`config.mk`:
```
export PLATFORM = sky130hd
export DESIGN_NAME = counter
export DESIGN_NICKNAME = d
export VERILOG_FILES = /design/src/rtl/cpu_pkg.sv /design/src/rtl/counter.sv
export SDC_FILE = /design/constraint.sdc
export NUM_CORES = 1
export LEC_CHECK = 0
export ABC_CLOCK_PERIOD_IN_PS = 1300
export CAP_MARGIN = 15
export CORE_AREA = 2 2 39 41
export CTS_BUF_LIST = sky130_fd_sc_hd__clkbuf_4 sky130_fd_sc_hd__clkbuf_8 sky130_fd_sc_hd__clkbuf_16
export DETAILED_ROUTE_END_ITERATION = 7
export DIE_AREA = 0 0 41 43
export HOLD_SLACK_MARGIN = 0.15
export PLACE_DENSITY = 0.48
export SLEW_MARGIN = 10
export SYNTH_ARGS = -nofsm -noshare
export SYNTH_HDL_FRONTEND = slang
export SYNTH_SLANG_ARGS = --single-unit
```
`constraint.sdc`:
```
create_clock -name clk -period 1.3 [get_ports clk]
set_input_delay 0.195 -clock clk [delete_from_list [all_inputs] [get_ports clk]]
set_output_delay 0.195 -clock clk [all_outputs]
set_load 0.01 [all_outputs]
```
`src/rtl/cpu_pkg.sv`:
```
// Shared definitions for the small 4-bit CPU.
// Program-counter width, reset vector and next-PC selection helper.
package cpu_pkg;

  localparam int PC_WIDTH = 4;

  typedef logic [PC_WIDTH-1:0] pc_t;

  localparam pc_t RESET_PC = '0;

  typedef enum logic [1:0] {
    PC_HOLD,
    PC_JUMP,
    PC_INC
  } pc_op_e;

  // halt beats jump, jump beats increment
  function automatic pc_op_e pc_sel(
    input logic halt,
    input logic jump_en,
    input logic ir_load_en
  );
    pc_op_e op;
    op = PC_HOLD;
    if (halt)            op = PC_HOLD;
    else if (jump_en)    op = PC_JUMP;
    else if (ir_load_en) op = PC_INC;
    return op;
  endfunction

endpackage

```
`src/rtl/counter.sv`:
```
// Program counter: increment, absolute jump or hold; async active-low reset.
// Optional sticky wrap_flag output when COUNTER_WRAP_FLAG_EN is defined.
module counter #(
  parameter int PC_WIDTH = cpu_pkg::PC_WIDTH,
  parameter logic [PC_WIDTH-1:0] RESET_PC =
    PC_WIDTH'(cpu_pkg::RESET_PC)
) (
  input  logic                clk,
  input  logic                reset,
  input  logic                jump_en,
  input  logic [PC_WIDTH-1:0] jump_addr,
  input  logic                halt,
  input  logic                ir_load_en,
`ifdef COUNTER_WRAP_FLAG_EN
  output logic                wrap_flag,
`endif
  output logic [PC_WIDTH-1:0] pc_out
);

  import cpu_pkg::pc_op_e;
  import cpu_pkg::pc_sel;

  pc_op_e              op;
  logic [PC_WIDTH-1:0] pc_d;
  logic [PC_WIDTH-1:0] pc_q;

  always_comb begin
    op   = pc_sel(halt, jump_en, ir_load_en);
    pc_d = pc_q;
    case (op)
      cpu_pkg::PC_JUMP: pc_d = jump_addr;
      cpu_pkg::PC_INC:  pc_d = pc_q + PC_WIDTH'(1);
      default:          pc_d = pc_q;
    endcase
  end

  always_ff @(posedge clk or negedge reset) begin
    if (!reset) pc_q <= RESET_PC;
    else        pc_q <= pc_d;
  end

  assign pc_out = pc_q;

`ifdef COUNTER_WRAP_FLAG_EN
  logic wrap_d;
  logic wrap_q;

  // only an increment out of all-ones counts; a jump to 0 does not
  always_comb begin
    wrap_d = wrap_q;
    if (op == cpu_pkg::PC_INC && (&pc_q))
      wrap_d = 1'b1;
  end

  always_ff @(posedge clk or negedge reset) begin
    if (!reset) wrap_q <= 1'b0;
    else        wrap_q <= wrap_d;
  end

  assign wrap_flag = wrap_q;
`endif

endmodule

```
Yosys cells after proc, flatten, opt, wreduce, memory -nomap -nowiden. Cells that the tools add are included.

Add/subtract/negate cells: 1. $mul: 0. Div/mod/pow operators: 0. Magnitude comparators: 0. Eq/ne operators: 2. Shift-type cells: 0. Muxes and demuxes: 4. Bitwise logic cells: 0. Reduce and logical (&&, ||, !) cells: 1.

Operators with widths (number): one-hot mux 4 bit (2 select lines) (1); 2-to-1 mux 2 bit (3); adder 4 x 1 -> 4 bit (second input constant) (1); equality test 2 x 1 -> 1 bit (second input constant) (1); equality test 2 bit (second input constant) (1); nonzero test 2 bit (1).

Register bits: 4. Latch bits: 0. RAM bits: 0. Memory bits (read-only): 0. Input bits: 9. Output and inout bits: 4. Memories kept: 0.

Logic depth before layout (Yosys ltp).
Depth in word-level cells: 5. Depth in mapped cells: 6. Gate-level depth less buffers: 5.

Worst setup path before layout. Ideal clock, no wire load.

Path kind: input to register. From: in jump_en. To: reg pc_q[3] (netlist: pc_out[3]). Arrival time: 1.332 ns. Setup slack: -0.101 ns. Stages: 5. Path buffers: 1. Cells stage by stage: nor3b_1 -> ha_1 -> clkbuf_1 -> or4_1 -> nand3_1.

Word-level cells in the longest chain between the ends: 4.

RTL lines: start: declaration (line counter.sv:10) `input logic jump_en,`; 2-to-1 mux 2 bit * (line cpu_pkg.sv:26) `else if (jump_en) op = PC_JUMP;`; 2-to-1 mux 2 bit * (line cpu_pkg.sv:25) `if (halt) op = PC_HOLD;`; equality test 2 bit / equality test 2 x 1 -> 1 bit (equally long branches) (line counter.sv:30) `case (op)`; one-hot mux 4 bit (2 select lines) / nonzero test 2 bit (equally long branches); end signal: assignment (line counter.sv:39) `else pc_q <= pc_d;`; end: declaration (line counter.sv:25) `logic [PC_WIDTH-1:0] pc_q;`.

Mark *: on every way between the ends. The rest lies on a longest branch, timed or not. A chain may end at the register's enable or synchronous reset.

Worst setup path in the final report. Ends and elaborated chain as after synthesis.

==> impl_results.md <==
* Clk Latency, worst-skew pair at 230 ps
* Int Pwr at 339.4 uW
* MaxCap Viol Count at 0
* Clock Skew at 0.2841 ps
* # diodes at 0
* Sw Ratio at 29.46%
* Gate Count Post-Synth at 26
* Synth area leader: dfrtp_1
* Routed WL per cell at 9.707 um
* Ys Warns at 0
* CP max FO at 2
* Post-route clock period utilization at 96.10%
* H-Tree Level Count at 1
* Post-Syn Area at 249.0 um2
* Clk pwr share at 31.0%
* Max IR drop VDD at 716.5 uV
* HPWL after DPL at 455.7 um
* Net switching power at 141.7 uW
* First-pass GRT wire length at 1014 um
* Final Power at 481.1 uW
* Leakage at 0.1905 nW
* Synth cell types at 14
* Final worst-path setup slack at 50.75 ps
* Die width at 41 um
* Via count at 247
* Final hold vios at 0
* Remaining DRCs at 0
* RSZ-0062 raised after global routing: false
* Number of synthesized register bits at 4
* Max Buffers Root-to-Sink at 2
* Share of power burned in registers at 38.0%
* Filler cells at 146
* Root Buffer: clkbuf_4
* Site Rows at 14
* Overall Global Routing Usage at 9.045%
* Async SR Flop Fraction at 100.0%
* Seq/Total Area, Yosys at 40.20%
* Input/output buffers at 12
* Drt via density at 4.259
* Initial antenna violation count at 0
* Grt ovf at 0
* Worst path cell trace: clkdlybuf4s15_2 > nor3b_2 > ha_2 > or4_1 > nand3_1
* Pwr Density at 1144 mW/mm2
* Syn-to-layout area delta at 68.84%
* DR pass1 iterations at 2
* RR Startpoint: pc_out[3]
* Number of CTS-inserted buffers at 3
* Worst Setup End Kind: flip-flop
* Slowest CP cell: or4_1
* Synth Flop Type: dfrtp_1
* Pin count of the biggest net entering global routing at 8
* Post-layout min period at 1249 ps
* Number of flip-flops under the largest register name at 4
* Starting DRT DRC Count at 3
* Die height at 43 um
* Comb pwr share at 31.0%
* DRT Wirelength at 563 um
* Number of global-route vias before repair at 254
* # setup viols final at 0
* Crit path largest cell delay at 460 ps
* Initial Utilization at 17.99%
* Number of clock sinks at 4
* Critical path type: input port to flip-flop
* Share of cells above drive strength 1 at 23.81%
* Post-CTS Repair Setup Buffers at 0
* Status: finished, final reports clean
* Synth top area cells: dfrtp_1 (40%), mux2i_1 (16%), ha_1 (10%)
* Number of synthesized flops with an enable pin at 0
* CTS tree: built
* Top cell type's share of synthesized area at 40.20%
* Cts hold-fix bufs at 0
* Core area at 0.001384 mm2
* Syn_nets at 37
* Crit. Startpoint: jump_en
* R2R setup slack at 240 ps
* I/O pin count at 13
* Max Fclk at 0.8005 GHz
* Startpoint types: input port
* Synth cell count leaders: dfrtp_1 (4), mux2i_1 (4), nand3_1 (3)
* Worst Hold Class: input port to async pin
* Reg clk slew, reported paths at 40 ps
* FF-to-FF End: pc_out[3]
* Mean Syn Cell Area at 9.577 um2
* Setup slack after placement at -439.1 ps
* GP Congestion at 0.7300
* Max-slew violation count at 0
* Worst slew margin at 87.58%
* Die footprint at 0.001763 mm2
* Post-route ant nets at 0
* Worst reg2reg path depth at 2
* Worst-Margin Slew at 185.7 ps
* Final Net Count at 55
* Crit path DAT at 1410 ps
* Worst Path Required at 1460 ps
==> per-stage QoR <==
step	instance area [um2]	TNS [ps]	std cells	utilization [%]	hold WS, ps
4_1_cts	420.4	0	58	30.38	169.0
3_5_place_dp	405.4	-1350	55	29.29	423.1
6_report	420.4	0	58	30.38	168.3
3_3_place_gp	405.4	-1228	55	29.29	412.6
2_1_floorplan	264.0	-53.94	26	-	-100.6
5_1_grt	420.4	0	58	30.38	188.8
==> cell type report <==
type / count / area (um2) / share of cell area [%]
multi-input cells: 19 / 145.1 / 34.52
repair buffers: 14 / 125.1 / 29.76
flip-flops and latches: 4 / 100.1 / 23.81
clock buffers: 3 / 22.52 / 5.357
well taps: 16 / 20.02 / 4.762
inverters: 2 / 7.507 / 1.786
==> worst max-delay path by stage <==
stage                      endpoint  slack (ps)  cells past startpoint
after floorplan           pc_out[3]         -50                      5
after global placement    pc_out[3]        -410                      6
after detailed placement  pc_out[3]        -440                      6
after CTS                 pc_out[3]           7                      5
after global routing      pc_out[3]           7                      7
final                     pc_out[3]          50                      5
==> cell families after synthesis <==
kind of cell | share of synthesized area [%]
buf+inv | 4.518
fa+ha+maj | 10.05
mux | 16.08
flops | 40.20
compound gates | 10.05
simple gates | 19.10
==> cell usage in the layout, fill, tap and decap left out, types with 2 or more instances in the layout <==
cell type | netlist | layout
dfrtp_1 | 4 | 4
o21ai_0 | 2 | 2
mux2i_1 | 4 | 4
a22oi_1 | 2 | 2
clkdlybuf4s50_1 | 0 | 5
clkbuf_4 | 0 | 3
buf_4 | 0 | 2
nor2_1 | 2 | 2
dlygate4sd2_1 | 0 | 5
nand3_1 | 3 | 3
==> critical path, delay by kind of cell <==
kind | cells | cell delay (ps)
adder cells (fa/ha/maj) | 1 | 290
buffers and inverters | 1 | 190
AND/OR/NAND/NOR | 3 | 730
==> layer usage <==
metal | vias to the layer above | global-route usage (%) | wire length (um)
met4 | 0 | 2.000 | 0
met2 | 10 | 11.25 | 226
met5 | - | 0 | 0
met1 | 112 | 11.29 | 271
met3 | 0 | 8.377 | 65
li1 | 125 | - | -
==> repair_timing <==
item,CTS,global route
resized for setup,13,0
pin swaps,4,4
setup endpoints to repair,8,1
gates cloned,0,0
==> power by group through the flow <==
| stage | Sequential [mW] | Combinational, mW | Clock [mW] |
|---|---|---|---|
| 2_1_floorplan | 0.191 | 0.0693 | 0 |
| 3_3_place_gp | 0.181 | 0.172 | 0 |
| 3_5_place_dp | 0.186 | 0.172 | 0 |
| 4_1_cts | 0.183 | 0.152 | 0.159 |
| 5_1_grt | 0.189 | 0.170 | 0.167 |
| 6_report | 0.183 | 0.149 | 0.149 |
No activity file was read; power rests on OpenSTA's default activity.
